**config.mk**
```make
export PLATFORM = sky130hd
export DESIGN_NAME = button_cmd_sched_flat
export DESIGN_NICKNAME = d
export VERILOG_FILES = /design/src/rtl/button_cmd_sched_if.sv /design/src/rtl/button_cmd_sched.sv /design/src/flat_wrapper.sv
export SDC_FILE = /design/constraint.sdc
export NUM_CORES = 1
export LEC_CHECK = 0
export ABC_AREA = 1
export CAP_MARGIN = 30
export CORE_MARGIN = 5
export CORE_UTILIZATION = 36
export DETAILED_ROUTE_END_ITERATION = 16
export PLACE_DENSITY = 0.65
export SLEW_MARGIN = 15
export SYNTH_ARGS = -nofsm -noshare
export SYNTH_HDL_FRONTEND = slang
export SYNTH_SLANG_ARGS = --single-unit
```
**constraint.sdc**
```tcl
create_clock -name clk -period 3.91 [get_ports clk]
set_clock_uncertainty 0.1 [all_clocks]
set_input_delay 0.391 -clock clk [delete_from_list [all_inputs] [get_ports clk]]
set_output_delay 0.391 -clock clk [all_outputs]
set_load 0.005 [all_outputs]
```
**src/rtl/button_cmd_sched_if.sv**
```systemverilog
// rtl/button_cmd_sched_if.sv - command offer/accept handshake between scheduler and cursor/pattern logic
interface button_cmd_sched_if;
  logic       cmd_valid;
  logic [1:0] cmd_id;
  logic       cmd_ready;

  // Scheduler side: offers a command, sees acceptance
  modport master (
    output cmd_valid,
    output cmd_id,
    input  cmd_ready
  );

  // Consumer side: sees the offer, accepts it
  modport slave (
    input  cmd_valid,
    input  cmd_id,
    output cmd_ready
  );
endinterface

```
**src/rtl/button_cmd_sched.sv**
```systemverilog
// rtl/button_cmd_sched.sv - round-robin scheduler turning button pulses into vblank-gated commands
module button_cmd_sched #(
  parameter bit GATE_VBLANK = 1'b1
) (
  input  logic                  clk,
  input  logic                  rst,
  input  logic [3:0]            btn_pulse,
  input  logic                  vblank,
  output logic [3:0]            pending,
  output logic [7:0]            overrun_cnt,
  button_cmd_sched_if.master    cmd
);

  typedef enum logic {IDLE = 1'b0, OFFER = 1'b1} state_t;

  state_t     state;
  logic [1:0] rr_ptr;
  logic       offer_valid;
  logic [1:0] offer_id;

  logic       gate_ok;
  logic       handshake;
  logic [3:0] clr_mask;
  logic [3:0] lost;
  logic [2:0] lost_cnt;
  logic [8:0] ovr_sum;
  logic [7:0] ovr_next;
  logic [1:0] winner;
  logic [1:0] idx;
  logic       found;

  assign cmd.cmd_valid = offer_valid;
  assign cmd.cmd_id    = offer_id;

  assign gate_ok   = vblank || (GATE_VBLANK == 1'b0);
  assign handshake = offer_valid && cmd.cmd_ready;

  // A request being accepted this cycle is not "already pending" for a same-cycle pulse
  assign clr_mask = handshake ? (4'b0001 << offer_id) : 4'b0000;
  assign lost     = btn_pulse & pending & ~clr_mask;
  assign lost_cnt = {2'b00, lost[0]} + {2'b00, lost[1]} + {2'b00, lost[2]} + {2'b00, lost[3]};
  assign ovr_sum  = {1'b0, overrun_cnt} + {6'b000000, lost_cnt};
  assign ovr_next = ovr_sum[8] ? 8'hFF : ovr_sum[7:0];

  // Round-robin pick: first pending index starting at rr_ptr, wrapping modulo 4
  always_comb begin
    winner = rr_ptr;
    found  = 1'b0;
    idx    = rr_ptr;
    for (int k = 0; k < 4; k++) begin
      idx = rr_ptr + 2'(k);
      if (!found && pending[idx]) begin
        winner = idx;
        found  = 1'b1;
      end
    end
  end

  // Two-state offer FSM plus pending/overrun bookkeeping, all registered
  always_ff @(posedge clk) begin
    if (rst) begin
      state       <= IDLE;
      pending     <= 4'b0000;
      rr_ptr      <= 2'd0;
      offer_valid <= 1'b0;
      offer_id    <= 2'd0;
      overrun_cnt <= 8'd0;
    end else begin
      pending     <= (pending & ~clr_mask) | btn_pulse;
      overrun_cnt <= ovr_next;
      case (state)
        IDLE: begin
          if ((pending != 4'b0000) && gate_ok) begin
            state       <= OFFER;
            offer_valid <= 1'b1;
            offer_id    <= winner;
          end
        end
        OFFER: begin
          if (cmd.cmd_ready) begin
            state       <= IDLE;
            offer_valid <= 1'b0;
            rr_ptr      <= offer_id + 2'd1;
          end
        end
        default: begin
          state       <= IDLE;
          offer_valid <= 1'b0;
        end
      endcase
    end
  end

endmodule

```
**src/flat_wrapper.sv**
```systemverilog
// flat-port wrapper written by rule: the top's interface ports become plain ports
module button_cmd_sched_flat 
#(
  parameter bit GATE_VBLANK = 1'b1
)
  (clk, rst, btn_pulse, vblank, pending, overrun_cnt, cmd_cmd_valid, cmd_cmd_id, cmd_cmd_ready);
  button_cmd_sched_if cmd_i ();
  input  logic clk;
  input  logic rst;
  input  logic [3:0] btn_pulse;
  input  logic vblank;
  output logic [3:0] pending;
  output logic [7:0] overrun_cnt;
  output wire logic [$bits(cmd_i.cmd_valid)-1:0] cmd_cmd_valid;
  output wire logic [$bits(cmd_i.cmd_id)-1:0] cmd_cmd_id;
  input wire logic [$bits(cmd_i.cmd_ready)-1:0] cmd_cmd_ready;
  assign cmd_cmd_valid = cmd_i.cmd_valid;
  assign cmd_cmd_id = cmd_i.cmd_id;
  assign cmd_i.cmd_ready = cmd_cmd_ready;
  button_cmd_sched #(.GATE_VBLANK(GATE_VBLANK)) u_core (.clk(clk), .rst(rst), .btn_pulse(btn_pulse), .vblank(vblank), .pending(pending), .overrun_cnt(overrun_cnt), .cmd(cmd_i));
endmodule
```
Yosys cells after proc, flatten, opt, wreduce, memory -nomap -nowiden
Cells that the tools add are included.
{"block": "totals", "input_bits": 8, "output_inout_bits": 15, "word_cells": 61, "reg_bits": 18}
{"block": "classes", "bitwise_logic": 6, "reduce_logical": 12, "n_mux": 22, "shift": 1, "add_sub_neg": 8, "n_eq_ne": 2, "order_cmp": 4}
{"op": "4-bit AND", "count": 3}
{"op": "2-bit by 3-bit < comparator with 1-bit output (second input constant)", "count": 4}
{"op": "1-bit 2-to-1 mux", "count": 11}
{"op": "8-bit by 3-bit adder with 9-bit output", "count": 1}
{"op": "1-bit binary-select mux with 2-bit select", "count": 4}
{"op": "8-bit 2-to-1 mux", "count": 1}
{"op": "3-bit by 1-bit adder with 3-bit output", "count": 2}
{"op": "2-bit 2-to-1 mux", "count": 3}
{"op": "2-bit AND reduction", "count": 3}
{"op": "1-bit logical AND", "count": 5}
{"op": "2-bit by 1-bit adder with 2-bit output (second input constant)", "count": 2}
{"op": "2-bit adder (second input constant)", "count": 2}
{"op": "4-bit 2-to-1 mux", "count": 1}
{"op": "4-bit NOT", "count": 1}
{"op": "4-bit OR", "count": 1}
{"op": "1-bit case mux with 2 select lines", "count": 2}
{"op": "4-bit nonzero test", "count": 1}
{"op": "1-bit by 2-bit << shifter with 4-bit output (first input constant)", "count": 1}
{"op": "1-bit zero test", "count": 3}
{"op": "1-bit by 1-bit adder with 2-bit output", "count": 1}
{"op": "2-bit by 1-bit != test with 1-bit output (second input constant)", "count": 1}
{"op": "2-bit != test (second input constant)", "count": 1}
{"op": "1-bit NOT", "count": 1}

Depth between registers and ports, before layout
{"block": "depth", "word_depth": 12, "ltp_mapped": 18, "depth_no_buf": 18}

Worst setup path after synthesis
Ideal clock, no wire load.
{"block": "synth_path", "kind": "reg2reg", "startpoint": "register u_core.offer_id[0] (netlist: u_core.cmd.cmd_id[0])", "endpoint": "register u_core.overrun_cnt[3]", "n_path_buf": 0, "setup_slack_ns": 0.834, "setup_ns": 0.056, "period_less_slack_ns": 3.076, "t_required_ns": 3.754, "stages_incl_launch_ff": 18, "arrival_ns": 2.920, "path_cell_list": "dfxtp_1 > inv_1 > ha_1 > nand3_1 > nand3_1 > inv_1 > ha_1 > fa_1 > ha_1 > inv_1 > fa_1 > nor2_1 > o21ai_0 > inv_1 > nand3_1 > o21ai_0 > nand2_1 > inv_1"}
{"block": "synth_via", "elab_chain_cells": 9}
{"element": "from (decl)", "line": "button_cmd_sched.sv:19", "source": "logic [1:0] offer_id;"}
{"element": "from (signal assigned)", "line": "button_cmd_sched.sv:76", "source": "offer_id <= winner;"}
{"element": "1-bit by 2-bit << shifter with 4-bit output *", "line": "button_cmd_sched.sv:39", "source": "assign clr_mask = handshake ? (4'b0001 << offer_id) : 4'b0000;"}
{"element": "4-bit 2-to-1 mux *", "line": "button_cmd_sched.sv:39"}
{"element": "4-bit NOT *", "line": "button_cmd_sched.sv:40", "source": "assign lost = btn_pulse & pending & ~clr_mask;"}
{"element": "4-bit AND *", "line": "button_cmd_sched.sv:40"}
{"element": "1-bit by 1-bit adder with 2-bit output", "line": "button_cmd_sched.sv:41", "source": "assign lost_cnt = {2'b00, lost[0]} + {2'b00, lost[1]} + {2'b00, lost[2]} + {2'b00, lost[3]};"}
{"element": "3-bit by 1-bit adder with 3-bit output", "line": "button_cmd_sched.sv:41"}
{"element": "3-bit by 1-bit adder with 3-bit output *", "line": "button_cmd_sched.sv:41"}
{"element": "8-bit by 3-bit adder with 9-bit output *", "line": "button_cmd_sched.sv:42", "source": "assign ovr_sum = {1'b0, overrun_cnt} + {6'b000000, lost_cnt};"}
{"element": "8-bit 2-to-1 mux *", "line": "button_cmd_sched.sv:43", "source": "assign ovr_next = ovr_sum[8] ? 8'hFF : ovr_sum[7:0];"}
{"element": "to (signal assigned)", "line": "button_cmd_sched.sv:70", "source": "overrun_cnt <= ovr_next;"}
{"element": "to (decl)", "line": "button_cmd_sched.sv:10", "source": "output logic [7:0] overrun_cnt,"}
Every way passes the cells marked *; elsewhere a longest branch is shown, timed or not.
A chain may end at the register's enable or synchronous reset.

Final worst setup path
{"block": "layout_path", "startpoint": "input port cmd_cmd_ready", "endpoint": "register u_core.overrun_cnt[7]"}
{"block": "layout_via", "elab_chain_cells": 9}
{"element": "from (decl)", "line": "flat_wrapper.sv:16", "source": "input wire logic [$bits(cmd_i.cmd_ready)-1:0] cmd_cmd_ready;"}
{"element": "1-bit logical AND *", "line": "button_cmd_sched.sv:36", "source": "assign handshake = offer_valid && cmd.cmd_ready;"}
{"element": "4-bit 2-to-1 mux *", "line": "button_cmd_sched.sv:39"}
{"element": "4-bit NOT *", "line": "button_cmd_sched.sv:40"}
{"element": "4-bit AND *", "line": "button_cmd_sched.sv:40"}
{"element": "1-bit by 1-bit adder with 2-bit output", "line": "button_cmd_sched.sv:41"}
{"element": "3-bit by 1-bit adder with 3-bit output", "line": "button_cmd_sched.sv:41"}
{"element": "3-bit by 1-bit adder with 3-bit output *", "line": "button_cmd_sched.sv:41"}
{"element": "8-bit by 3-bit adder with 9-bit output *", "line": "button_cmd_sched.sv:42"}
{"element": "8-bit 2-to-1 mux *", "line": "button_cmd_sched.sv:43"}
Marks and branches as above.

==> results summary <==
The run finished with clean final reports. The library cell occupying the most area in the post-synthesis netlist is dfxtp_1. The share of cells above drive strength 1 is roughly 5.4%.

The startpoint identified for the worst hold timing path is u_core.state. The area of the core region came out at 3284 µm². The highest achievable clock rate came out at just under 300 MHz. The total power divided by cell area came out at 304.8 nW/µm². In this run the mean area of a mapped cell was 6.562 µm². The startpoint type of the worst setup path is a primary input.

Setup repair after global routing left no endpoint under its margin. The layout overhead on the synthesized area came out at 22.59%. After routing the design area is 1480 µm². The starting density of the core came out at 36.76%. The final period utilization came out at 86.85%. The vertical extent of the die is 67.91 µm. The global route total overflow is 0.

Summed over all failing endpoints, the final setup total negative slack is 0 ns. Sorting the synthesized cells by area gives the leading types as dfxtp_1, nand2_1, nand3_1. For this design the static power due to leakage is 0.7235 nW. The first-pass iteration count of the detailed router is 4. The post-synthesis cell area is 1207 µm².

The required time reported for the critical path endpoint is between 4 and 5 ns. The proportion of synthesized chip area in sequential cells came out at 29.84%. For this run, design rule violations remaining after detail routing come to 0.

In this run the critical register-to-register path is launched from u_core.cmd.cmd_id[0]. Buffers added to address setup during post-CTS repair amount to 0. The worst slew slack as a fraction of its limit is 67.55%. The count of final hold-check violations came out at 0.

The count of flip-flops with a built-in enable after synthesis came out at 0. By instance count, the leading cell after synthesis is nand2_1. The number of global-route vias before repair was 1070. The number of max-slew violations in the final report came out at 0.

The routed design has approximately 2700 µm of wire. The worst setup path is of the in -> reg kind. Dividing the detail-routed via count by the number of cells gives 4.729. Pin placement for this block handled 23 I/O pins. The slew at the pin closest to its max-slew limit is between 0.4 and 0.5 ns. After clock tree synthesis, the clock-pin slew on the worst setup and hold paths is 0.10 ns. The final weighted congestion in routability-driven placement came out at 0.8613. The longest clock path from root to sink contains 2 buffers. Entering global routing, the biggest net connects 15 pins.

The class of the worst hold path is reg -> reg. In this run the cell area measured after placement is 1458 µm². The worst register-to-register path has a setup slack of 0.55 ns.

The depth of the worst register-to-register path is 17. The post-synthesis sequential element count is 18. The root buffer cell chosen for the clock tree is clkbuf_4.

In this run the critical register-to-register path is captured at u_core.overrun_cnt[7]. Yosys printed 0 warnings. The final net count is 226. The number of gates given a new drive strength after cts came out at 0. The number of antenna repair diodes came out at 0. The share of the synthesized area in the top cell type is 29.84%.

The top fanout value on the critical path came out at 8. The worst-skew pair later-pin latency is 0.29 ns. The number of cells on the worst hold path came out at 2.

The worst voltage drop across the vdd grid is 0.1574 mV. Counting every net in the synthesized netlist gives 203. In this run, the number of DRC markers left after iteration 0 of detailed routing was 45. For hold timing, the worst endpoint is u_core.state. The number of setup violations in the final report is 0.

The number of port buffers is 22. The final critical-path required period came out at 3.396 ns. The max-capacitance violation count is 0. By count the netlist is led by nand2_1, inv_1, nand3_1, dfxtp_1, a21oi_1. The routed via count came out at 1187. The die covers 4612 µm².

The count of standard-cell rows is 21. The CTS tree is yes. The arrival time at the worst endpoint is approximately 3.5 ns. The first-pass GRT wire length is 4788 µm. The number of clock sinks is 18. Global routing used 13.59% of the available tracks.

The number of buffers inserted for hold repair after clock tree synthesis came out at 0. Clock tree synthesis inserted a total of 3 buffers. STA classifies the critical path endpoint as a flip-flop.

In the final routed layout, each cell accounts on average for 10.82 µm. The post-DP HPWL came out at 2119 µm. In the synthesized netlist the async set-or-reset flop fraction comes to 0%. The number of instances in the synthesized netlist is ~180. The total power after layout is 0.4512 mW. The detail route stage leaves a number of antenna-violating nets equal to 0.

The number of antenna violations at the first check in global routing came out at 0. Fill cells in the final layout number 358. The dominant synthesized flop cell is dfxtp_1.

The distinct cell type count after synthesis is 24. The x dimension of the die is 67.91 µm. In this run the number of H-tree levels came out at 1.
## cells by family (layout without fill, tap and decap cells)
kind of cell	after synthesis	in the layout	share of synthesized area, %
compound gates	25	25	11.09
xor+xnor	1	1	0.7255
fa+ha+maj	11	11	12.64
buf+inv	34	55	11.61
flops	18	18	29.84
simple gates	95	95	34.09
## placed cells by master, fill, tap and decap left out
cell              n
nand4_1           2
o31ai_1           1
inv_2             2
nor2_4            1
xor2_1            1
a31oi_1           2
nor2_1            8
clkbuf_4          3
nand2_2           3
or2_2             1
inv_1            28
dfxtp_1          18
nand2_1          54
a21oi_2           1
fa_1              2
clkdlybuf4s50_1  22
ha_1              9
a21oi_1          13
nor3_1            1
nand3_1          25
o21ai_1           2
o21ai_0           6
## how the worst max path moves through the flow
stage                              start                     to  slack (ns)
CTS                 u_core.cmd.cmd_id[0]  u_core.overrun_cnt[3]        0.53
global placement           cmd_cmd_ready  u_core.overrun_cnt[3]        0.27
global route               cmd_cmd_ready  u_core.overrun_cnt[7]        0.19
floorplan           u_core.cmd.cmd_id[0]  u_core.overrun_cnt[3]        0.83
finish                     cmd_cmd_ready  u_core.overrun_cnt[7]        0.51
detailed placement         cmd_cmd_ready  u_core.overrun_cnt[3]        0.23
## cell type report
class / instances / area (µm²) / share of cell area [%]
Tap cell: 46 / 57.56 / 3.888
Sequential cell: 18 / 360.3 / 24.34
Clock buffer: 3 / 22.52 / 1.522
Timing Repair Buffer: 22 / 220.2 / 14.88
Inverter: 30 / 112.6 / 7.608
Multi-Input combinational cell: 132 / 706.9 / 47.76
## critical path, stage by stage
cell and delay, ns:
clkdlybuf4s50_1 0.56, nand3_1 0.13, nand3_1 0.09, inv_1 0.04, ha_1 0.30, fa_1 0.39, ha_1 0.30, inv_1 0.05
fa_1 0.42, nor2_1 0.11, o21ai_0 0.13, inv_1 0.12, nand3_1 0.24, nand3_1 0.17, nand2_1 0.06, inv_1 0.05
## flip-flops by register name (all words and copies together), names as in the netlist
register and flops:
u_core.cmd.cmd_id 2, u_core.cmd.cmd_valid 1, u_core.overrun_cnt 8, u_core.pending 4, u_core.rr_ptr 2, u_core.state 1
## through the flow
stage	setup WS, ns	hold WS, ns	util, %	std cells
after floorplan	0.8335	0.3409	-	184
after global placement	0.2725	0.3541	44.38	248
after detailed placement	0.2267	0.3559	44.38	248
after CTS	0.5335	0.3719	45.07	251
after global routing	0.1900	0.4318	45.07	251
final	0.5140	0.3704	45.07	251
## report_power, final
group / total [mW] / leakage [nW] / internal [mW] / switching [mW]
logic: 0.139 / 0.562 / 0.0665 / 0.0730
registers: 0.219 / 0.148 / 0.199 / 0.0203
clock network: 0.0923 / 0.0138 / 0.0359 / 0.0564
total: 0.451 / 0.724 / 0.302 / 0.150
## per-layer routing
layer | share of wire (%) | vias up | global-route usage [%]
met2 | 42 | 22 | 21.02
li1 | - | 629 | -
met1 | 52 | 531 | 18.85
met3 | 3.7 | 5 | 1.149
met5 | 0 | - | 0
met4 | 2.1 | 0 | 6.700
Power figures use the tool's default switching activity.
